$ cat config.mk
export PLATFORM = sky130hd
export DESIGN_NAME = fetch_redirect_controller
export DESIGN_NICKNAME = d
export VERILOG_FILES = /design/src/rtl/fetch_redirect_controller.sv
export SDC_FILE = /design/constraint.sdc
export NUM_CORES = 1
export LEC_CHECK = 0
export BUFFER_PORTS_ARGS = -buffer_cell sky130_fd_sc_hd__buf_2
export CAP_MARGIN = 10
export CELL_PAD_IN_SITES_DETAIL_PLACEMENT = 0
export CELL_PAD_IN_SITES_GLOBAL_PLACEMENT = 2
export CORE_UTILIZATION = 28
export DETAILED_ROUTE_END_ITERATION = 12
export GPL_TIMING_DRIVEN = 0
export PLACE_DENSITY = 0.91
export SLEW_MARGIN = 20
export SYNTH_ARGS = -nofsm -noshare
export SYNTH_HDL_FRONTEND = slang
export SYNTH_SLANG_ARGS = --single-unit
$ cat constraint.sdc
create_clock -name clock -period 3.4 [get_ports clock]
set_clock_uncertainty 0.15 [all_clocks]
set_input_delay 0.51 -clock clock [delete_from_list [all_inputs] [get_ports clock]]
set_output_delay 0.51 -clock clock [all_outputs]
set_load 0.01 [all_outputs]
$ cat src/rtl/fetch_redirect_controller.sv
// Fetch redirect controller.
// Chooses the next-PC source for the fetch-issue PC register. It arbitrates
// trap, branch and jump redirects, and gates PC advance on stall and on
// instruction-cache readiness. When the cache cannot take a redirect yet,
// the winning redirect is held in a one-entry buffer until it can be applied.
module fetch_redirect_controller #(
  parameter int unsigned CORE         = 0,
  parameter int unsigned ADDRESS_BITS = 20,
  parameter int unsigned BOOT_CYCLES  = 2,
  parameter int unsigned COUNT_BITS   = 16
) (
  input  logic                    clock,
  input  logic                    reset,
  input  logic                    trap_valid,
  input  logic [ADDRESS_BITS-1:0] trap_target,
  input  logic                    branch_valid,
  input  logic [ADDRESS_BITS-1:0] branch_target,
  input  logic                    jump_valid,
  input  logic [ADDRESS_BITS-1:0] jump_target,
  input  logic                    pipeline_stall,
  input  logic                    i_mem_ready,
  output logic [1:0]              next_PC_select,
  output logic [ADDRESS_BITS-1:0] target_PC,
  output logic                    flush_fetch,
  output logic                    redirect_pending,
  output logic [COUNT_BITS-1:0]   redirect_count
);

  localparam int unsigned BOOT_BITS = (BOOT_CYCLES > 1) ? $clog2(BOOT_CYCLES) : 1;
  localparam int unsigned RANK_BITS = 2;

  localparam logic [1:0] SEL_INC  = 2'b00;
  localparam logic [1:0] SEL_HOLD = 2'b01;
  localparam logic [1:0] SEL_LOAD = 2'b10;

  localparam logic [RANK_BITS-1:0] RANK_NONE   = 2'd0;
  localparam logic [RANK_BITS-1:0] RANK_JUMP   = 2'd1;
  localparam logic [RANK_BITS-1:0] RANK_BRANCH = 2'd2;
  localparam logic [RANK_BITS-1:0] RANK_TRAP   = 2'd3;

  // A boot window of zero cycles is not supported.
  if (BOOT_CYCLES < 1) begin : g_boot_check
    $error("fetch_redirect_controller core %0d: BOOT_CYCLES must be at least 1", CORE);
  end

  typedef enum logic [1:0] {
    BOOT    = 2'd0,
    RUN     = 2'd1,
    PENDING = 2'd2
  } state_t;

  state_t                  state, state_next;
  logic [BOOT_BITS-1:0]    boot_cnt, boot_cnt_next;
  logic [ADDRESS_BITS-1:0] pend_target, pend_target_next;
  logic [RANK_BITS-1:0]    pend_rank, pend_rank_next;
  logic [RANK_BITS-1:0]    win_rank;
  logic [ADDRESS_BITS-1:0] win_target;
  logic                    take_new;
  logic                    apply;

  // Highest-rank valid redirect source this cycle.
  always_comb begin
    win_rank   = RANK_NONE;
    win_target = '0;
    if (trap_valid) begin
      win_rank   = RANK_TRAP;
      win_target = trap_target;
    end else if (branch_valid) begin
      win_rank   = RANK_BRANCH;
      win_target = branch_target;
    end else if (jump_valid) begin
      win_rank   = RANK_JUMP;
      win_target = jump_target;
    end
  end

  // A new redirect of equal or higher rank supersedes the buffered one;
  // a lower-rank one comes from a younger wrong-path instruction and is dropped.
  assign take_new = (win_rank != RANK_NONE) && (win_rank >= pend_rank);

  // Next-state, buffer update and next-PC outputs.
  always_comb begin
    state_next       = state;
    boot_cnt_next    = boot_cnt;
    pend_target_next = pend_target;
    pend_rank_next   = pend_rank;
    next_PC_select   = SEL_HOLD;
    target_PC        = '0;
    flush_fetch      = 1'b0;
    apply            = 1'b0;
    case (state)
      BOOT: begin
        if (boot_cnt == BOOT_BITS'(BOOT_CYCLES - 1)) begin
          state_next = RUN;
        end else begin
          boot_cnt_next = boot_cnt + BOOT_BITS'(1);
        end
      end
      RUN: begin
        if (win_rank != RANK_NONE) begin
          if (i_mem_ready) begin
            next_PC_select = SEL_LOAD;
            target_PC      = win_target;
            flush_fetch    = 1'b1;
            apply          = 1'b1;
          end else begin
            pend_target_next = win_target;
            pend_rank_next   = win_rank;
            state_next       = PENDING;
          end
        end else if (pipeline_stall || !i_mem_ready) begin
          next_PC_select = SEL_HOLD;
        end else begin
          next_PC_select = SEL_INC;
        end
      end
      PENDING: begin
        if (take_new) begin
          pend_target_next = win_target;
          pend_rank_next   = win_rank;
        end
        if (i_mem_ready) begin
          next_PC_select   = SEL_LOAD;
          target_PC        = take_new ? win_target : pend_target;
          flush_fetch      = 1'b1;
          apply            = 1'b1;
          pend_target_next = '0;
          pend_rank_next   = RANK_NONE;
          state_next       = RUN;
        end
      end
      default: begin
        state_next = BOOT;
      end
    endcase
  end

  assign redirect_pending = (state == PENDING);

  // State, boot counter and pending buffer registers.
  always_ff @(posedge clock or posedge reset) begin
    if (reset) begin
      state       <= BOOT;
      boot_cnt    <= '0;
      pend_target <= '0;
      pend_rank   <= RANK_NONE;
    end else begin
      state       <= state_next;
      boot_cnt    <= boot_cnt_next;
      pend_target <= pend_target_next;
      pend_rank   <= pend_rank_next;
    end
  end

  // Saturating count of applied redirects.
  always_ff @(posedge clock or posedge reset) begin
    if (reset) begin
      redirect_count <= '0;
    end else if (apply && (redirect_count != {COUNT_BITS{1'b1}})) begin
      redirect_count <= redirect_count + COUNT_BITS'(1);
    end
  end

endmodule

# Word-level counts from Yosys, hierarchy flattened
# Index checks and enable logic that the tools add are counted.
[op_classes]
order_cmp = 1
eq_ne = 8
muxes = 33
n_addsub = 2
n_reduce_logical = 10
[op_table]
columns = ["operator", "n"]
rows = [
  ["two-way mux 20 bit", 10],
  ["case mux 20 bit (2 select lines)", 2],
  ["two-way mux 2 bit", 12],
  ["adder 16 x 1 -> 16 bit, second input constant", 1],
  ["!= test 16 bit, second input constant", 1],
  ["!= test 2 bit, second input constant", 4],
  ["case mux 2 bit (2 select lines)", 2],
  ["AND reduction 4 bit", 2],
  ["case mux 2 bit (3 select lines)", 1],
  ["two-way mux 1 bit", 5],
  ["nonzero test 2 bit", 2],
  ["!= test 3 x 2 -> 1 bit, second input constant", 1],
  ["AND reduction 3 bit", 1],
  ["equality test 2 x 1 -> 1 bit, second input constant", 1],
  ["equality test 2 bit, second input constant", 1],
  ["greater-or-equal comparator 2 bit", 1],
  ["logical AND 1 bit", 2],
  ["zero test 2 bit", 1],
  ["case mux 1 bit (2 select lines)", 1],
  ["adder 1 bit, second input constant", 1],
  ["zero test 1 bit", 1],
  ["logical OR 1 bit", 1],
]
[totals]
regBits = 41
word_cells = 59
out_inout_bits = 40
inputBits = 67

# Longest topological paths before layout
[depth]
depth_word = 8
mapped_depth = 9
depth_no_buf = 7

# Worst setup path after synthesis
# No wires, ideal clock.
[synth_path]
path_kind = "input to output"
from = "input port branch_valid"
to = "output port target_PC[10]"
stages = 9
path_buffers = 3
slack_ps = 305
required_ps = 2740
arrival_ps = 2435
path_cell_list = "buf_4 -> clkbuf_1 -> or2_2 -> ha_1 -> or2_2 -> and3_4 -> nor3b_2 -> buf_4 -> a22o_1"
[synth_between]
elab_chain_len = 7
word_cells_on_any_way = 12
classes_between = "1 x order compare; 9 x mux; 2 x reduce/logical"
[synth_lines]
columns = ["item", "line", "text"]
rows = [
  ["from (decl)", "16", "input logic branch_valid,"],
  ["two-way mux 2 bit", "68", "end else if (branch_valid) begin"],
  ["two-way mux 2 bit", "65", "if (trap_valid) begin"],
  ["greater-or-equal comparator 2 bit or nonzero test 2 bit (tied branches)", "79, 100", ""],
  ["logical AND 1 bit", "79", "assign take_new = (win_rank != RANK_NONE) && (win_rank >= pend_rank);"],
  ["two-way mux 20 bit", "--", ""],
  ["two-way mux 20 bit", "122", "if (i_mem_ready) begin"],
  ["case mux 20 bit (2 select lines) *", "91", "case (state)"],
  ["to (decl)", "23", "output logic [ADDRESS_BITS-1:0] target_PC,"],
]
# Mark *: on every way between the ends. The rest lies on a longest branch, timed or not.

# Final worst setup path
[layout_path]
from = "input port branch_valid"
to = "output port target_PC[11]"
# The elaborated chain is that of the path after synthesis.

==> impl_metrics.json <==
{
  "fmax_mhz": 304.7,
  "period_share": 0.9651,
  "synth_nets": 340,
  "synth_most_common_cell": "dfrtp_1",
  "num_rows": 34,
  "drv_slew": 0,
  "grt_pass1_wl_mm": 12.92,
  "cts_tree": "built",
  "slew_headroom": 0.5862,
  "cts_num_sinks": 41,
  "worstPathRequired_ns": 2.74,
  "ant_nets": 0,
  "synthesis.area_um2": 2559,
  "ys.flop_type": "dfrtp_1",
  "outcome": "completed",
  "grt_overflow": 0,
  "die_h_um": 97.60,
  "clk_pin_slew_ns": 0.08,
  "max_cap_viol_count": 0,
  "htreeDepth": 2,
  "grt_usage": 0.1686,
  "dp_hpwl_mm": 5.667,
  "core_um2": 8763,
  "num_vias": 2525,
  "num_io_pins": 107,
  "antenna_found_initial": 1,
  "synthCells": 267,
  "cp_max_fo": 10,
  "dieArea_um2": 9525,
  "wl_per_cell_um": 15.49,
  "layout-drive-gt1-share": 0.3708,
  "hold_path_class": "primary input to async pin",
  "root_buffer": "clkbuf_8",
  "grt_max_degree": 23,
  "drt_pre_antenna_iters": 4,
  "avgViaCountPerCell": 5.143,
  "cts_buffers": 5,
  "avgSynthCellArea_um2": 9.583,
  "ys_seq_area_frac": 0.4010,
  "rsz0062_at_grt": "no",
  "hold_viol": 0,
  "clock_path_buffers": 2,
  "fin_cells": 491,
  "synth_edf_count": 0,
  "start_kind": "primary input",
  "ir_worst_vdd_v": 0.0002000,
  "drt_wl_total_mm": 7.607,
  "p_per_area_nw_per_um2": 555.1,
  "fin_crit_ns": 3.281,
  "ys_seq_elements": 41,
  "clk_latency_ns": 0.29,
  "antennaDiodeCount": 0,
  "tightest_slew_ns": 0.6051,
  "placedCellCount": 481,
  "yosys.area.top_type": "dfrtp_1",
  "worst_ep_arrival_time_ns": 2.62,
  "tns_ns": 0,
  "area_growth_pct": 31.69,
  "gp_congestion": 0.7547,
  "yosysWarningCount": 0,
  "num-nets-final": 455,
  "io_buffers": 105,
  "synth_area_leaders": "dfrtp_1, a22o_1, a22oi_1",
  "synth_common_cells": "dfrtp_1, a22o_1, nand2_1",
  "grt_pass1_vias": 2627,
  "finalSetupViolCount": 0,
  "first_iter_violations": 68,
  "drc": 0,
  "path_class": "primary input to output pin",
  "synth_top_area_frac": 0.4010,
  "end_kind": "output pin",
  "die_w_um": 97.60,
  "yosysUniqueCellTypes": 43,
  "p_leak_nw": 1.698,
  "start_util": 0.2920,
  "cts_setup_buffers": 0,
  "hold_buffers": 0,
  "ys_async_sr_fraction": 1.000
}
## worst max-delay path, cell delays in order
cell and delay (ns):
buf_4 0.15, buf_6 0.15, or2_2 0.28, ha_1 0.27
or2_4 0.26, and3_4 0.20, nor3b_4 0.31, buf_6 0.18
a22o_1 0.16, buf_2 0.14
## logic make-up (layout without fill, tap and decap cells)
kind of cell / after synthesis / after routing / share of synthesized area
DFF: 41 / 41 / 0.4010
and+or+nand+nor: 79 / 79 / 0.1765
xor gates and xnor gates: 14 / 14 / 0.04792
adders and majority gates: 6 / 6 / 0.02934
muxes: 4 / 4 / 0.01614
buffers and inverters: 28 / 144 / 0.05428
AOI/OAI and AO/OA: 95 / 95 / 0.2748
## per-stage QoR
| stage | cell area (um^2) | total power, W | setup WS [ns] | hold WS [ns] | utilization |
|---|---|---|---|---|---|
| global placement | 3219 | 0.001532 | -0.07634 | 0.3047 | 0.3674 |
| detailed placement | 3247 | 0.001555 | -0.1068 | 0.3039 | 0.3705 |
| global route | 3369 | 0.002028 | 0.02499 | 0.09563 | 0.3845 |
| floorplan | 2559 | 0.001275 | 0.3053 | 0.2875 | - |
| CTS | 3347 | 0.001886 | 0.01738 | 0.07035 | 0.3819 |
| finish | 3369 | 0.001870 | 0.1186 | 0.07343 | 0.3845 |
## sequential cells by signal, summed over array words and instances, names as in the netlist
name and flops:
pend_target 20, pend_rank 2, state 2, boot_cnt 1, redirect_count 16
## power breakdown
group	internal (W)	switching, W
clock network	0.000142	0.000168
logic	0.000396	0.000455
registers	0.000615	0.0000940
total	0.00115	0.000717
## cell usage in the layout, fill, tap and decap left out, types with 3 or more instances in the layout
cell      instances
clkbuf_1          8
nor3_1            3
a22oi_1          20
nand4_1           9
mux2i_1           3
dfrtp_1          41
nor2b_1           3
xnor2_1          10
clkbuf_8          5
xor2_1            4
o21ai_0          25
nand2_1          27
ha_1              6
buf_6             3
buf_2           111
nor4_1            4
nor2_1            6
nand3_1           8
inv_1             5
or2_2             3
buf_4             7
a22o_1           40
## per-layer routing
| layer | vias to the layer above | routed length [um] | part of all wire | global-route usage |
|---|---|---|---|---|
| li1 | 1238 | - | - | - |
| met1 | 1194 | 3466 | 0.46 | 0.2216 |
| met2 | 79 | 3606 | 0.47 | 0.2700 |
| met3 | 12 | 385 | 0.051 | 0.03885 |
| met4 | 2 | 138 | 0.018 | 0.06109 |
| met5 | - | 10 | 0.0013 | 0 |
## layout make-up
class,instances,area [um^2]
Fill cell,913,5394
Inverter,6,22.52
Clock buffer,6,72.57
Tap cell,108,135.1
Clock inverter,2,10.01
Sequential cell,41,1026
Buffer,22,132.6
Multi-Input combinational cell,198,1403
Timing Repair Buffer,108,568.0
## repair_timing
item                                    in CTS  in global routing
endpoints found under the setup margin      20                 12
gates resized for setup                      5                  7
pin swaps                                    0                  2
endpoints found under the hold margin        0                  0
cloned                                       0                  2
## final timing paths
| check | startpoint | end | slack (ns) | cells past startpoint |
|---|---|---|---|---|
| setup / recovery | branch_valid | target_PC[11] | 0.12 | 10 |
| hold / removal | reset | pend_target[15] | 0.07 | 2 |
| setup reg to reg | state[0] | pend_target[0] | 1.08 | 7 |
| hold reg to reg | boot_cnt | boot_cnt | 0.33 | 1 |
| max in group asynchronous | reset | pend_rank[1] | 2.57 | 3 |
| min in group clock | boot_cnt | boot_cnt | 0.33 | 1 |
Power figures use the tool's default switching activity.
